$ cat src/rtl/i2s_pkg.sv
// Shared I2S divider taps, capture phase and widths for the ADC and DAC sides.
package i2s_pkg;

  localparam int unsigned CNT_W    = 9;
  localparam int unsigned MCLK_BIT = 1;
  localparam int unsigned SCK_BIT  = 3;
  localparam int unsigned LRCK_BIT = 8;
  localparam int unsigned CE_PHASE = 11;
  localparam int unsigned SAMPLE_W = 16;
  localparam int unsigned LED_W    = 5;

  // |s| clamped so that the most negative code maps to full scale.
  function automatic logic [SAMPLE_W-2:0] abs_sat(input logic [SAMPLE_W-1:0] s);
    logic [SAMPLE_W-1:0] neg;
    neg = -s;
    if (s == {1'b1, {(SAMPLE_W-1){1'b0}}}) begin
      return '1;
    end
    return s[SAMPLE_W-1] ? neg[SAMPLE_W-2:0] : s[SAMPLE_W-2:0];
  endfunction

endpackage

$ cat src/rtl/i2s_adc_receiver_if.sv
// ADC-side I2S pins plus the captured-sample and level-bar outputs.
interface i2s_adc_receiver_if;
  import i2s_pkg::*;

  logic                adc_sdout;
  logic                adc_mclk;
  logic                adc_lrck;
  logic                adc_sck;
  logic [SAMPLE_W-1:0] sample_left;
  logic [SAMPLE_W-1:0] sample_right;
  logic                valid;
  logic [LED_W-1:0]    level;

  modport master (
    input  adc_sdout,
    output adc_mclk, adc_lrck, adc_sck, sample_left, sample_right, valid, level
  );

  modport slave (
    output adc_sdout,
    input  adc_mclk, adc_lrck, adc_sck, sample_left, sample_right, valid, level
  );

endinterface

$ cat src/rtl/i2s_adc_receiver_peak_meter.sv
// Held-peak level bar: peak of max(|L|,|R|) halved every DECAY_FRAMES frames.
module peak_meter
  import i2s_pkg::*;
#(
  parameter int unsigned DECAY_FRAMES = 4096,
  parameter int unsigned THR_BASE     = 1024
) (
  input  logic                clk,
  input  logic                rst,
  input  logic                i_valid,
  input  logic [SAMPLE_W-1:0] i_sample_left,
  input  logic [SAMPLE_W-1:0] i_sample_right,
  output logic [LED_W-1:0]    o_level
);

  localparam int unsigned DecW = (DECAY_FRAMES > 1) ? $clog2(DECAY_FRAMES) : 1;

  logic [DecW-1:0]     r_decay;
  logic [SAMPLE_W-2:0] r_peak;
  logic [LED_W-1:0]    r_level;
  logic [SAMPLE_W-2:0] w_mag_l, w_mag_r, w_mag, w_peak_dec, w_peak_next;
  logic                w_wrap;
  logic [LED_W-1:0]    w_level;

  always_comb begin
    w_mag_l     = abs_sat(i_sample_left);
    w_mag_r     = abs_sat(i_sample_right);
    w_mag       = (w_mag_l > w_mag_r) ? w_mag_l : w_mag_r;
    w_wrap      = (r_decay == DecW'(DECAY_FRAMES - 1));
    w_peak_dec  = w_wrap ? (r_peak >> 1) : r_peak;
    // A fresh sample larger than the decayed peak wins in the decay frame.
    w_peak_next = (w_mag > w_peak_dec) ? w_mag : w_peak_dec;
    w_level     = '0;
    for (int i = 0; i < int'(LED_W); i++) begin
      w_level[i] = (32'(r_peak) >= (THR_BASE << i));
    end
  end

  always_ff @(posedge clk or posedge rst) begin
    if (rst) begin
      r_decay <= '0;
      r_peak  <= '0;
      r_level <= '0;
    end else begin
      if (i_valid) begin
        r_decay <= w_wrap ? '0 : r_decay + 1'b1;
        r_peak  <= w_peak_next;
      end
      r_level <= w_level;
    end
  end

  assign o_level = r_level;

endmodule

$ cat src/rtl/i2s_adc_receiver.sv
// I2S master for the ADC: divides clk into MCLK/SCK/LRCK and deserialises L/R words.
module i2s_adc_receiver
  import i2s_pkg::*;
#(
  parameter int unsigned DECAY_FRAMES = 4096,
  parameter int unsigned THR_BASE     = 1024
) (
  input  logic               clk,
  input  logic               rst,
  i2s_adc_receiver_if.master bus
);

  logic [CNT_W-1:0]    r_cnt;
  logic                r_mclk, r_sck, r_lrck;
  logic                r_sd_meta, r_sd_s;
  logic [SAMPLE_W-2:0] r_shift;
  logic [SAMPLE_W-1:0] r_pending_left, r_sample_left, r_sample_right;
  logic                r_first_done;
  logic                r_valid;

  logic                w_ce;
  logic [3:0]          w_slot;
  logic [SAMPLE_W-1:0] w_word;
  logic [LED_W-1:0]    w_level;

  assign w_ce   = (r_cnt[3:0] == 4'(CE_PHASE));
  assign w_slot = r_cnt[7:4];
  assign w_word = {r_shift, r_sd_s};

  always_ff @(posedge clk or posedge rst) begin
    if (rst) begin
      r_cnt          <= '0;
      r_mclk         <= 1'b0;
      r_sck          <= 1'b0;
      r_lrck         <= 1'b0;
      r_sd_meta      <= 1'b0;
      r_sd_s         <= 1'b0;
      r_shift        <= '0;
      r_pending_left <= '0;
      r_sample_left  <= '0;
      r_sample_right <= '0;
      r_first_done   <= 1'b0;
      r_valid        <= 1'b0;
    end else begin
      r_cnt     <= r_cnt + 1'b1;
      r_mclk    <= r_cnt[MCLK_BIT];
      r_sck     <= r_cnt[SCK_BIT];
      r_lrck    <= r_cnt[LRCK_BIT];
      r_sd_meta <= bus.adc_sdout;
      r_sd_s    <= r_sd_meta;
      r_valid   <= 1'b0;
      if (w_ce) begin
        if (w_slot != 4'd0) begin
          r_shift <= w_word[SAMPLE_W-2:0];
        end else if (r_cnt[LRCK_BIT]) begin
          // Slot 0 of the right half carries the left LSB (one-bit I2S delay).
          r_pending_left <= w_word;
          r_first_done   <= 1'b1;
        end else if (r_first_done) begin
          r_sample_left  <= r_pending_left;
          r_sample_right <= w_word;
          r_valid        <= 1'b1;
        end
      end
    end
  end

  peak_meter #(
    .DECAY_FRAMES (DECAY_FRAMES),
    .THR_BASE     (THR_BASE)
  ) u_peak_meter (
    .clk            (clk),
    .rst            (rst),
    .i_valid        (r_valid),
    .i_sample_left  (r_sample_left),
    .i_sample_right (r_sample_right),
    .o_level        (w_level)
  );

  assign bus.adc_mclk     = r_mclk;
  assign bus.adc_sck      = r_sck;
  assign bus.adc_lrck     = r_lrck;
  assign bus.sample_left  = r_sample_left;
  assign bus.sample_right = r_sample_right;
  assign bus.valid        = r_valid;
  assign bus.level        = w_level;

endmodule
$ cat src/flat_wrapper.sv
// flat-port wrapper written by rule: the top's interface ports become plain ports
module i2s_adc_receiver_flat import i2s_pkg::*;
#(
  parameter int unsigned DECAY_FRAMES = 4096,
  parameter int unsigned THR_BASE     = 1024
)
  (clk, rst, bus_adc_sdout, bus_adc_mclk, bus_adc_lrck, bus_adc_sck, bus_sample_left, bus_sample_right, bus_valid, bus_level);
  i2s_adc_receiver_if bus_i ();
  input  logic clk;
  input  logic rst;
  input wire logic [$bits(bus_i.adc_sdout)-1:0] bus_adc_sdout;
  output wire logic [$bits(bus_i.adc_mclk)-1:0] bus_adc_mclk;
  output wire logic [$bits(bus_i.adc_lrck)-1:0] bus_adc_lrck;
  output wire logic [$bits(bus_i.adc_sck)-1:0] bus_adc_sck;
  output wire logic [$bits(bus_i.sample_left)-1:0] bus_sample_left;
  output wire logic [$bits(bus_i.sample_right)-1:0] bus_sample_right;
  output wire logic [$bits(bus_i.valid)-1:0] bus_valid;
  output wire logic [$bits(bus_i.level)-1:0] bus_level;
  assign bus_i.adc_sdout = bus_adc_sdout;
  assign bus_adc_mclk = bus_i.adc_mclk;
  assign bus_adc_lrck = bus_i.adc_lrck;
  assign bus_adc_sck = bus_i.adc_sck;
  assign bus_sample_left = bus_i.sample_left;
  assign bus_sample_right = bus_i.sample_right;
  assign bus_valid = bus_i.valid;
  assign bus_level = bus_i.level;
  i2s_adc_receiver #(.DECAY_FRAMES(DECAY_FRAMES), .THR_BASE(THR_BASE)) u_core (.clk(clk), .rst(rst), .bus(bus_i));
endmodule
$ cat config.mk
export PLATFORM = sky130hd
export DESIGN_NAME = i2s_adc_receiver_flat
export DESIGN_NICKNAME = d
export VERILOG_FILES = /design/src/rtl/i2s_pkg.sv /design/src/rtl/i2s_adc_receiver_if.sv /design/src/rtl/i2s_adc_receiver_peak_meter.sv /design/src/rtl/i2s_adc_receiver.sv /design/src/flat_wrapper.sv
export SDC_FILE = /design/constraint.sdc
export NUM_CORES = 1
export LEC_CHECK = 0
export CORE_MARGIN = 8
export CORE_UTILIZATION = 54
export CTS_BUF_LIST = sky130_fd_sc_hd__clkbuf_4 sky130_fd_sc_hd__clkbuf_8 sky130_fd_sc_hd__clkbuf_16
export DETAILED_ROUTE_END_ITERATION = 10
export GPL_TIMING_DRIVEN = 1
export PLACE_DENSITY = 0.76
export SETUP_SLACK_MARGIN = 0.5
export SLEW_MARGIN = 5
export SYNTH_ARGS = -nofsm -noshare
export SYNTH_HDL_FRONTEND = slang
export SYNTH_HIERARCHICAL = 1
export SYNTH_SLANG_ARGS = --single-unit
$ cat constraint.sdc
create_clock -name clk -period 4.8 [get_ports clk]
set_input_delay 1.2 -clock clk [delete_from_list [all_inputs] [get_ports clk]]
set_output_delay 1.2 -clock clk [all_outputs]
set_load 0.02 [all_outputs]
## Word level (Yosys, flattened, before mapping)

Cells that the tools add are included.

| cells by class | value |
|---|---|
| reduce and logical (&&, ||, !) cells | 4 |
| muxes and demuxes | 16 |
| bitwise operators | 2 |
| eq/ne operators | 4 |
| $add $sub $neg | 4 |
| magnitude comparators | 7 |

Operators with widths:

| cell | count |
|---|---|
| 15-bit 2-to-1 mux | 9 |
| 16-bit equality test, second input constant | 2 |
| 15-bit greater-than comparator | 2 |
| 15-bit negator | 2 |
| 15-bit by 11-bit >= comparator with 1-bit output, second input constant | 1 |
| 15-bit by 12-bit >= comparator with 1-bit output, second input constant | 1 |
| 15-bit by 13-bit >= comparator with 1-bit output, second input constant | 1 |
| 15-bit by 14-bit >= comparator with 1-bit output, second input constant | 1 |
| 15-bit >= comparator, second input constant | 1 |
| 12-bit by 1-bit adder with 12-bit output, second input constant | 1 |
| 12-bit equality test, second input constant | 1 |
| 12-bit 2-to-1 mux | 1 |
| 9-bit by 1-bit adder with 9-bit output, second input constant | 1 |
| 1-bit 2-to-1 mux | 6 |
| 4-bit equality test, second input constant | 1 |
| 4-bit AND reduction | 1 |
| 4-bit nonzero test | 1 |
| 3-bit AND reduction | 1 |
| 1-bit inverter | 2 |
| 2-bit AND reduction | 1 |

| storage, ports and cells | value |
|---|---|
| output and inout bits | 41 |
| bits of input ports | 3 |
| flip-flop bits (word level) | 111 |
| word-level logic and storage cells | 52 |

## Depth between registers and ports, before layout

| depth | value |
|---|---|
| word-level depth | 7 |
| mapped depth | 23 |
| depth with buffers taken out | 21 |

## Modules after synthesis

Netlist, hierarchy kept.

By module, submodules not included:

| module | times used | sequential area each (um^2) | cells an instance | area each (um^2) |
|---|---|---|---|---|
| peak_meter | 1 | 800.8 | 402 | 3320.7 |
| i2s_adc_receiver | 1 | 1976.9 | 174 | 2914.0 |

## Least setup slack after synthesis

No wires, ideal clock.

| timing | value |
|---|---|
| kind | flip-flop to flip-flop |
| start | register u_core.r_sample_left[0], in the netlist u_core/bus.sample_left[0] |
| end | register u_core.u_peak_meter.r_peak[8] |
| slack | -0.610 ns |
| clock period less this slack | 5.410 ns |
| buffers on the path | 2 |
| cell stages (with the launch flop) | 22 |
| arrival time | 5.284 ns |
| data required time | 4.674 ns |
| setup time | 0.126 ns |
| cells stage by stage | dfrtp_1 -> inv_1 -> ha_1 -> or4b_4 -> or4_4 -> o21a_1 -> mux2i_1 -> inv_1 -> ha_1 -> nand4_1 -> nor4_1 -> a21oi_2 -> buf_2 -> mux2i_1 -> ha_1 -> a211oi_1 -> nor2_1 -> o31ai_1 -> a21oi_1 -> and2_1 -> clkbuf_1 -> a221o_1 |

| between the ends | value |
|---|---|
| cells in the longest elaborated chain, start to end | 7 |
| elaborated cells between the ends (all ways) | 9 |
| classes of those cells | 1 x add/sub; 2 x order compare; 1 x eq/ne; 5 x mux |

Ends and longest elaborated chain:

| what | line | source |
|---|---|---|
| start, declared | i2s_adc_receiver.sv:17 | `logic [SAMPLE_W-1:0] r_pending_left, r_sample_left, r_sample_right;` |
| start signal, assigned | i2s_adc_receiver.sv:60 | `r_sample_left <= r_pending_left;` |
| 15-bit negator / 16-bit equality test (equally long branches) | i2s_pkg.sv:15, i2s_pkg.sv:16 |  |
| 15-bit 2-to-1 mux / 1-bit 2-to-1 mux (equally long branches) | i2s_pkg.sv:19, i2s_pkg.sv:16 |  |
| 15-bit 2-to-1 mux * | i2s_pkg.sv:19 | `return s[SAMPLE_W-1] ? neg[SAMPLE_W-2:0] : s[SAMPLE_W-2:0];` |
| 15-bit greater-than comparator | i2s_adc_receiver_peak_meter.sv:28 | `w_mag = (w_mag_l > w_mag_r) ? w_mag_l : w_mag_r;` |
| 15-bit 2-to-1 mux * | i2s_adc_receiver_peak_meter.sv:28 |  |
| 15-bit greater-than comparator | i2s_adc_receiver_peak_meter.sv:32 | `w_peak_next = (w_mag > w_peak_dec) ? w_mag : w_peak_dec;` |
| 15-bit 2-to-1 mux * | i2s_adc_receiver_peak_meter.sv:32 |  |
| end signal, assigned | i2s_adc_receiver_peak_meter.sv:47 | `r_peak <= w_peak_next;` |
| end, declared | i2s_adc_receiver_peak_meter.sv:19 | `logic [SAMPLE_W-2:0] r_peak;` |

Mark *: on every way between the ends. The rest lies on a longest branch, timed or not.
A chain may end at the register's enable or synchronous reset.

## Worst setup path after layout

Ends and elaborated chain as after synthesis.

==> flow_summary.ini <==
[outcome]
status = complete, but fails checks
violations = setup timing

[timing]
relSlewSlack = 0.239
period_share = 1.08
period_minus_slack_ns = 5.18
fin_skew_ns = 0.00937
worst_pin_slew_ns = 1.14
slew_violations = 0
max_freq_mhz = 193
setup_violations = 15
finalHoldViolCount = 0
rsz0062_at_grt = yes
setup_slack_ns = -0.381

[floorplan]
die_area_um2 = 15200
fp.dieH_um = 123
num_rows = 39
io_pins = 44
initial_core_util = 0.551
coreArea_um2 = 11300
die_x_um = 123

[synth]
synthSimpleGateAreaFrac = 0.144
async_reset_ff_frac = 1.00
synth_top_family_by_area = multiplexers
yosys.area_share.adder = 0.0682
synth_top_area_frac = 0.446
synth_compound_area_frac = 0.118
synth_xor_area_frac = 0.0267
syn_inst = 576
netlist_top_cells_area = dfrtp_1, mux2_2, ha_1
syn-num-nets = 613
synth-edff-count = 0
syn_area_per_cell_um2 = 10.8
synthTopCellsByCount = dfrtp_1, mux2_2, ha_1, mux2i_1, nand2_1
ys.warnings.count = 6
syn_area_um2 = 6230
synth.area.mux_share = 0.167
synth_seq_area_share = 0.446
synth_flop_cell = dfrtp_1
synthMostInstantiatedCell = dfrtp_1
netlist-cell-type-count = 58
ys_ff_latch = 111
yosysTopAreaCell = dfrtp_1

[placed_design]
port_buffers = 43
place.gp.congestion = 0.930
place_ws_ns = -0.259
hpwl_um = 11300

[setup_path]
crit_chain = inv_2, ha_4, or4b_4, or4_4, o21a_1, mux2i_1, inv_1, ha_4, a21oi_1, o21ai_1, a221oi_2, and2_1, o22ai_2, ha_1, nand4_1, buf_4, nor4_2, a21oi_2, buf_6, and2_4, a221o_1
path_max_fanout = 6
critPathLaunchType = register
path_class = reg -> reg
cpMostUsedCell = ha_4
slowest_delay_ns = 0.48
worstPathArrival_ns = 5.42
end_kind = register
cp.required_ns = 5.04
crit_path_top_delay_cell = or4b_4

[global_route]
grt_start_max_net_pins = 68
first_global_vias = 5339
groute.usage.overall = 0.220
antenna_found_initial = 0
grt_pass1_wl_um = 26300
overflow = 0

[routing]
via_per_inst = 6.09
routedWlPerCell_um = 19.2
drc = 0
drtAntennaViolNets = 0
vias = 5252
drtIter0Drc = 406
drt-total-wl_um = 16600
dr.pass1.iters = 5

[cells_and_area]
final_layout_size_suffix_gt1_frac = 0.341
fillers = 765
finalNetCount = 751
diodes = 0
area_delta_synth_final_pct = 33.1

[power]
ir_drop_mv = 0.292
power_w = 0.00175
cellLeakagePower_nw = 4.01
power.density_nw_per_um2 = 211

[cts]
clkSinkCount = 111
cts-buffers-inserted = 9
root_buffer = clkbuf_16
clk_pin_slew_worst_paths_ns = 0.08
htreeDepth = 3
clk_latency_ns = 0.37
cts_tree = built
postCtsHoldBufs = 0
cts_buffer_depth = 2

[worst_hold_path]
hold_path.class = reg -> reg

[flow_run]
cap_violations = 0
## state kept, by name, summed over array words and instances, names as in the netlist, 5 cells and up
name,flops
u_core/r_cnt,9
u_core/u_peak_meter/r_decay,12
u_core/r_pending_left,16
u_core/bus.sample_right,16
u_core/bus.sample_left,16
u_core/u_peak_meter/r_peak,15
u_core/u_peak_meter/o_level,5
u_core/r_shift,15
## through the flow
step / setup TNS [ns] / util / std cells / instance area [um^2] / hold slack (ns)
finish: -4.99 / 0.733 / 862 / 8300 / 0.349
global placement: -0.756 / 0.654 / 817 / 7410 / 0.337
global route: -7.41 / 0.733 / 862 / 8300 / 0.362
detailed placement: -2.75 / 0.654 / 817 / 7410 / 0.335
CTS: -2.13 / 0.709 / 854 / 8020 / 0.352
floorplan: -0.742 / - / 576 / 6310 / 0.331
## routing by layer
layer / GRT usage / vias to the layer above / share of wire
met4: 0.0873 / 0 / 0.019
met1: 0.267 / 2639 / 0.43
met2: 0.375 / 147 / 0.50
met5: 0 / - / 0
li1: - / 2441 / -
met3: 0.0484 / 25 / 0.048
## worst paths after layout
| path | startpoint | to | slack, ns | cells after the start |
|---|---|---|---|---|
| max | u_core/bus.sample_left[0] | u_core/u_peak_meter/r_peak[8] | -0.38 | 21 |
| min | u_core/r_sd_meta | u_core/r_sd_s | 0.35 | 0 |
| max reg2reg | u_core/bus.sample_left[0] | u_core/u_peak_meter/r_peak[8] | -0.38 | 21 |
| min reg2reg | u_core/r_sd_meta | u_core/r_sd_s | 0.35 | 0 |
| max in group asynchronous | rst | u_core/u_peak_meter/r_peak[8] | 2.62 | 2 |
| min in group asynchronous | rst | u_core/bus.adc_mclk | 1.13 | 2 |
## layout make-up
class                   count  area [um^2]  area share
clock buffers               9          225      0.0271
clock inverters             7         93.8      0.0113
inverters                  26         98.8      0.0119
multi-input cells         418         3620       0.436
flip-flops and latches    111         2780       0.335
well taps                 143          179      0.0216
repair buffers            148         1310       0.157
## critical path: cells and delay by family (launching register included)
| family | cells | cell delay, ns |
|---|---|---|
| buffers and inverters | 4 | 0.52 |
| multiplexers | 1 | 0.17 |
| adder cells (fa/ha/maj) | 3 | 0.70 |
| AND/OR/NAND/NOR | 6 | 1.90 |
| AO/OA/AOI/OAI | 7 | 1.37 |
| flip-flops | 1 | 0.41 |
## power by group
part / internal (W) / switching (W) / total, W
clock: 0.000416 / 0.000370 / 0.000786
sequential: 0.000936 / 0.00000121 / 0.000937
combinational: 0.00000562 / 0.0000183 / 0.0000240
total: 0.00136 / 0.000390 / 0.00175
## kinds of logic after synthesis
| kind of cell | count (synthesis) |
|---|---|
| compound gates | 108 |
| xor+xnor | 19 |
| flops | 111 |
| mux | 96 |
| simple gates | 160 |
| buf+inv | 48 |
| fa+ha+maj | 34 |
## placed cells by master (no fill, tap or decap), types with 10 or more instances in the layout
cell	synthesis	routed
ha_1	34	26
inv_1	25	22
mux2i_1	31	25
nand3_1	17	17
o21ai_0	24	18
a21oi_1	26	21
nor2_1	19	19
xor2_1	10	10
nor3_1	23	21
nand4_1	12	12
clkdlybuf4s50_1	0	43
buf_4	0	93
dfrtp_1	111	109
nand2_1	30	30
mux2_2	65	65
## repair_timing
item / in CTS / in global routing
endpoints found under the setup margin: 15 / 15
gates resized for setup: 22 / 35
setup buffers: 19 / 6
gates cloned: 2 / 1
pin swaps: 14 / 24
Power figures use the tool's default switching activity.
